===== src/rtl/alu_ctrl_pipe.sv =====
`default_nettype none
// alu_ctrl_pipe: registered ALU-control stage at ID/EX with mul/div occupancy tracking.
// Revision 1.0
module alu_ctrl_pipe #(
  parameter int MUL_LAT = 4,
  parameter int DIV_LAT = 8,
  parameter int DIV_EN  = 1
) (
  input  logic       clk_i,
  input  logic       rst_i,
  input  logic       valid_i,
  input  logic [2:0] ALUOp_i,
  input  logic [5:0] funct_i,
  input  logic       stall_i,
  input  logic       flush_i,
  output logic       ready_o,
  output logic [3:0] ALUCtrl_o,
  output logic       valid_o,
  output logic       jr_o,
  output logic       illegal_o,
  output logic       busy_o,
  output logic       done_o
);

  localparam logic [3:0] c_mul_lat = 4'(MUL_LAT);
  localparam logic [3:0] c_div_lat = 4'(DIV_LAT);

  typedef enum logic [0:0] {S_IDLE = 1'b0, S_MULTI = 1'b1} state_t;

  state_t     r_state;
  logic [3:0] r_cnt;
  logic [3:0] r_ctrl;
  logic       r_valid, r_jr, r_ill, r_busy, r_done;

  logic [3:0] w_ctrl;
  logic [3:0] w_lat;
  logic       w_jr, w_ill, w_accept;

  always_comb begin
    w_ctrl = 4'b1111;
    w_jr   = 1'b0;
    w_ill  = 1'b0;
    w_lat  = 4'd1;
    case (ALUOp_i)
      3'b100: begin
        case (funct_i)
          6'b100000: w_ctrl = 4'b0010;
          6'b100010: w_ctrl = 4'b0110;
          6'b100100: w_ctrl = 4'b0000;
          6'b100101: w_ctrl = 4'b0001;
          6'b101010: w_ctrl = 4'b0111;
          6'b000010: w_ctrl = 4'b0100;
          6'b000110: w_ctrl = 4'b0011;
          6'b000000: w_ctrl = 4'b1101;
          6'b011000: begin
            w_ctrl = 4'b1010;
            w_lat  = c_mul_lat;
          end
          6'b011010: begin
            if (DIV_EN != 0) begin
              w_ctrl = 4'b1100;
              w_lat  = c_div_lat;
            end else begin
              w_ill = 1'b1;
            end
          end
          6'b001000: begin
            w_ctrl = 4'b1011;
            w_jr   = 1'b1;
          end
          default: w_ill = 1'b1;
        endcase
      end
      3'b000:  w_ctrl = 4'b0010;
      3'b001:  w_ctrl = 4'b0110;
      3'b010:  w_ctrl = 4'b0101;
      3'b011:  w_ctrl = 4'b1000;
      3'b101:  w_ctrl = 4'b1001;
      3'b110:  w_ctrl = 4'b0110;
      default: w_ill  = 1'b1;
    endcase
  end

  // The final MULTI cycle (cnt==0) can already take the next op back-to-back.
  assign ready_o  = !stall_i && !flush_i &&
                    ((r_state == S_IDLE) || (r_cnt == 4'd0));
  assign w_accept = ready_o && valid_i;

  always_ff @(posedge clk_i or negedge rst_i) begin
    if (!rst_i) begin
      r_state <= S_IDLE;
      r_cnt   <= 4'd0;
      r_ctrl  <= 4'b0000;
      r_valid <= 1'b0;
      r_jr    <= 1'b0;
      r_ill   <= 1'b0;
      r_busy  <= 1'b0;
      r_done  <= 1'b0;
    end else if (flush_i) begin
      r_state <= S_IDLE;
      r_cnt   <= 4'd0;
      r_valid <= 1'b0;
      r_jr    <= 1'b0;
      r_ill   <= 1'b0;
      r_busy  <= 1'b0;
      r_done  <= 1'b0;
    end else if (!stall_i) begin
      if (w_accept) begin
        r_ctrl  <= w_ctrl;
        r_valid <= 1'b1;
        r_jr    <= w_jr;
        r_ill   <= w_ill;
        if (w_lat == 4'd1) begin
          r_state <= S_IDLE;
          r_cnt   <= 4'd0;
          r_busy  <= 1'b0;
          r_done  <= 1'b1;
        end else begin
          r_state <= S_MULTI;
          r_cnt   <= w_lat - 4'd2;
          r_busy  <= 1'b1;
          r_done  <= 1'b0;
        end
      end else if (r_state == S_MULTI) begin
        if (r_cnt != 4'd0) begin
          r_cnt <= r_cnt - 4'd1;
        end else begin
          r_state <= S_IDLE;
          r_busy  <= 1'b0;
          r_done  <= 1'b1;
        end
      end else begin
        // Bubble: the control word is left as-is, only the qualifiers drop.
        r_valid <= 1'b0;
        r_jr    <= 1'b0;
        r_ill   <= 1'b0;
        r_done  <= 1'b0;
      end
    end
  end

  assign ALUCtrl_o = r_ctrl;
  assign valid_o   = r_valid;
  assign jr_o      = r_jr;
  assign illegal_o = r_ill;
  assign busy_o    = r_busy;
  assign done_o    = r_done;

endmodule
`default_nettype wire


===== config.mk =====
export PLATFORM = sky130hd
export DESIGN_NAME = alu_ctrl_pipe
export DESIGN_NICKNAME = d
export VERILOG_FILES = /design/src/rtl/alu_ctrl_pipe.sv
export SDC_FILE = /design/constraint.sdc
export NUM_CORES = 1
export LEC_CHECK = 0
export CORE_UTILIZATION = 30
export DETAILED_ROUTE_END_ITERATION = 10
export GPL_TIMING_DRIVEN = 0
export PLACE_DENSITY_LB_ADDON = 0.25
export RECOVER_POWER = 100
export SYNTH_ARGS = -nofsm -noshare
export SYNTH_HDL_FRONTEND = slang
export SYNTH_SLANG_ARGS = --single-unit

===== constraint.sdc =====
create_clock -name clk_i -period 2.9 [get_ports clk_i]
set_input_delay 0.435 -clock clk_i [delete_from_list [all_inputs] [get_ports clk_i]]
set_output_delay 0.435 -clock clk_i [all_outputs]
set_load 0.01 [all_outputs]

### Yosys cells after proc, flatten, opt, wreduce, memory -nomap -nowiden

Index checks and enable logic that the tools add are counted.

* bitwise operators: 3
* reduce and logical (&&, ||, !) cells: 20
* add/subtract/negate cells: 2
* equal/unequal tests: 21
* muxes and demuxes: 41

Operators with widths (number)
* case mux 4 bit (11 select lines): 1
* == test 6 bit, second input constant: 5
* 2-to-1 mux 1 bit: 30
* 2-to-1 mux 4 bit: 7
* case mux 4 bit (6 select lines): 1
* == test 6 x 5 -> 1 bit, second input constant: 2
* OR reduction 11 bit: 1
* == test 3 bit, second input constant: 3
* AND reduction 3 bit: 3
* case mux 4 bit (2 select lines): 1
* == test 3 x 2 -> 1 bit, second input constant: 2
* == test 6 x 2 -> 1 bit, second input constant: 1
* == test 6 x 3 -> 1 bit, second input constant: 1
* == test 6 x 4 -> 1 bit, second input constant: 1
* logical NOT 6 bit: 1
* nonzero test 3 bit: 2
* OR reduction 6 bit: 1
* == test 4 x 1 -> 1 bit, second input constant: 1
* logical NOT 4 bit: 1
* != test 4 bit, second input constant: 1
* AND reduction 2 bit: 2
* nonzero test 4 bit: 1
* subtractor 4 x 1 -> 4 bit, second input constant: 1
* subtractor 4 x 2 -> 4 bit, second input constant: 1
* other kinds (11): 16

* logic and storage cells: 95
* bits in registers: 14
* input bits: 14
* output and inout port bits: 10

### Depth between registers and ports, before layout

* word-level depth: 8
* gate-level depth with buffers: 7
* depth with buffers taken out: 6

### Worst setup path after synthesis

No wires, ideal clock.

* path type: reg2out
* start point: reg r_cnt[0]
* end point: out ready_o
* data required time: 2.465 ns
* buffers on the path: 0
* data arrival time: 1.364 ns
* cell stages (with the launch flop): 6
* path slack: 1.101 ns
* cells stage by stage: dfrtp_1 > inv_1 > ha_1 > or3b_1 > a21oi_1 > nor2b_1

* cells in the longest elaborated chain, start to end: 3

RTL lines
* start, declared: RTL line 31 `logic [3:0] r_cnt;`
* start signal, assigned: RTL line 120 `r_cnt <= w_lat - 4'd2;`
* start signal, assigned: RTL line 126 `r_cnt <= r_cnt - 4'd1;`
* logical NOT 4 bit: RTL line 86 `((r_state == S_IDLE) || (r_cnt == 4'd0));`
* logical OR 1 bit: RTL line 86
* logical AND 1 bit: RTL line 85 `assign ready_o = !stall_i && !flush_i &&`
* end, declared: RTL line 16 `output logic ready_o,`

Every way passes these cells.

### Worst setup path in the final report

Ends and elaborated chain as after synthesis.

==> flow_metrics.env <==
export IMPL_run_status="completed"
export IMPL_cts_tree="yes"
export IMPL_fin_util_pct=40.52
export IMPL_postCtsSetupRepairBufs=0
export IMPL_synth_warnings=0
export IMPL_use_met3_pct=1.066
export IMPL_finalHoldViolations=0
export IMPL_synth_distinct_cells=41
export IMPL_diodes=0
export IMPL_fmax_ghz=0.3697
export IMPL_drt_first_pass_iters=4
export IMPL_dr_total_vias=994
export IMPL_die_x_um=60.73
export IMPL_peakVddDrop_v=0.00009864
export IMPL_fp_row_count=20
export IMPL_period_minus_slack_ns=2.705
export IMPL_yosysSeqAreaShare_pct=33.86
export IMPL_place_ws_ns=0.5542
export IMPL_grt_pass1_wl_um=4243
export IMPL_power_density_mw_per_mm2=340.1
export IMPL_crit_type="flip-flop to output pin"
export IMPL_tightest_slew_ns=0.7658
export IMPL_cts_made_buffers=3
export IMPL_cap_violations=0
export IMPL_fin_total_pwr_uw=434.4
export IMPL_start_util_pct=32.82
export IMPL_synthCells=123
export IMPL_worstPathArrival_ns=2.27
export IMPL_min_period_over_period_pct=93.28
export IMPL_io_buffer_count=19
export IMPL_ctsResizeCount=0
export IMPL_ant_nets=0
export IMPL_met2_usage_pct=28.26
export IMPL_route_detailed_drc=0
export IMPL_syn_num_nets=139
export IMPL_rsz0062_at_grt="false"
export IMPL_root_buffer="clkbuf_4"
export IMPL_holdBufCountCts=0
export IMPL_drt_iter0_drc=64
export IMPL_ios=24
export IMPL_grt_pass1_vias=1031
export IMPL_post_drt_wl_per_cell_um=13.10
export IMPL_coreArea_mm2=0.003153
export IMPL_p_int_uw=310.7
export IMPL_worst_slack_ns=0.1950
export IMPL_max_slew_margin_pct=48.22
export IMPL_cts_max_level=1
export IMPL_synth_largest_area_cell="dfrtp_1"
export IMPL_dieHeight_um=60.73
export IMPL_start_kind="flip-flop"
export IMPL_grt_total_usage_pct=15.37
export IMPL_tns_ns=0
export IMPL_dpl_hpwl_um=1876
export IMPL_place_area_mm2=0.001280
export IMPL_finalWeightedCongestion=0.8053
export IMPL_design_area_mm2=0.001277
export IMPL_grt_max_degree=15
export IMPL_worst_setup_path_end_kind="output pin"
export IMPL_setup_viol=0
export IMPL_fill_cells=351
export IMPL_die_area_mm2=0.003688
export IMPL_combinationalPowerShare_pct=26.4
export IMPL_clk_path_buf_depth=2
export IMPL_clkPwrFrac_pct=24.1
export IMPL_clk_pin_slew_ns=0.08
export IMPL_synthTopCellsByCount="nand2_1 (15), dfrtp_1 (14), nor2_1 (11)"
export IMPL_power_leakage_nw=0.5376
export IMPL_syn_avg_cell_area_um2=8.413
export IMPL_hold_class="input port to flip-flop"
export IMPL_required_ns=2.47
export IMPL_synth_top_cell_area_share_pct=33.86
export IMPL_busiest_layer="met2"
export IMPL_switchingPower_uw=123.8
export IMPL_synth_area_mm2=0.001035
export IMPL_antenna_found_initial=0
export IMPL_overflow=0
export IMPL_ys_flop_type="dfrtp_1"
export IMPL_area_growth_pct=23.46
export IMPL_clk_latency_ns=0.27
export IMPL_yosys_register_bits=14
export IMPL_grtUsageMet1_pct=18.27
export IMPL_path_max_fanout=4
export IMPL_switching_share_pct=28.49
export IMPL_wl_um=2476
export IMPL_synth_most_common_cell="nand2_1"
export IMPL_nNetsFinal=163
export IMPL_worst_clock_skew_ns=0.0003626
export IMPL_p_seq_share_pct=49.4
export IMPL_drive_gt1_share_pct=5.517
export IMPL_synth_area_top_cells="dfrtp_1 (34%), nand2_1 (5.4%), a21oi_1 (4.8%)"
export IMPL_slew_viol_final=0
export IMPL_vias_per_cell=5.259
export IMPL_synth_edf_count=0
export IMPL_cts_sinks=14
export IMPL_async_reset_ff_share_pct=100.0
==> final timing paths <==
check                      startpoint      endpoint  slack [ns]  depth (start not counted)
hold / removal             funct_i[1]          jr_o        0.43                          2
max in group asynchronous       rst_i      r_cnt[2]        1.83                          1
setup / recovery             r_cnt[0]       ready_o        0.20                          6
setup reg to reg             r_cnt[0]  ALUCtrl_o[2]        0.87                          7
min in group asynchronous       rst_i        done_o        0.64                          1
hold reg to reg               valid_o       valid_o        0.48                          2
==> critical path, stage by stage, from the launching register on <==
cell and delay [ns]:
dfrtp_1 0.41, inv_1 0.09, ha_1 0.17, or3b_1 0.39, a21oi_1 0.19, nor2b_1 0.14, dlygate4sd3_1 0.61
==> state kept, by name (all words and copies together), names as in the netlist <==
signal and flops:
r_cnt 4, ALUCtrl_o 4, r_state 1, valid_o 1, done_o 1, illegal_o 1, busy_o 1, jr_o 1
==> power by group through the flow <==
stage	Sequential, mW	Clock (mW)	Combinational (mW)
floorplan	0.225	0	0.0548
global placement	0.219	0	0.121
detailed placement	0.219	0	0.124
CTS	0.216	0.111	0.124
global route	0.216	0.118	0.128
finish	0.215	0.105	0.115
==> cells by family after synthesis <==
logic type / after synthesis / share of synthesized area, %
buf+inv: 14 / 6.772
fa+ha+maj: 2 / 2.418
mux: 5 / 4.837
simple gates: 50 / 27.45
flops: 14 / 33.86
compound gates: 38 / 24.67
==> layer usage <==
metal | share of wire [%] | vias up
li1 | - | 498
met1 | 46 | 466
met2 | 48 | 26
met3 | 4.0 | 4
met4 | 1.5 | 0
met5 | 0 | -
==> placed cells by master, fill, tap and decap left out, drive strengths merged, types with 2 or more instances in the layout <==
master and instances:
a211oi 5, a21oi 10, a2bb2oi 3, a31oi 2, and3 2, buf 3
clkbuf 7, clkdlybuf4s50 7, dfrtp 14, dlygate4sd3 12, ha 2, inv 7
mux2i 5, nand2 15, nand3 2, nor2 11, nor2b 4, nor3 2
nor3b 3, nor4b 2, o211ai 2, o21ai 7, o41ai 2
==> per-stage QoR <==
stage / hold WS, ns / cells
3_5_place_dp: 0.4674 / 186
6_report: 0.4293 / 189
5_1_grt: 0.4256 / 189
3_3_place_gp: 0.4601 / 186
4_1_cts: 0.4147 / 189
2_1_floorplan: 0.1394 / 123
==> final cells by class <==
type,count,area [µm²],area share (%)
multi-input combinational,95,594.3,46.52
sequential,14,350.3,27.42
timing repair buffer,19,190.2,14.89
tap,44,55.05,4.309
buffer,7,38.79,3.036
inverter,7,26.28,2.057
clock buffer,3,22.52,1.763
Power figures use the tool's default switching activity.
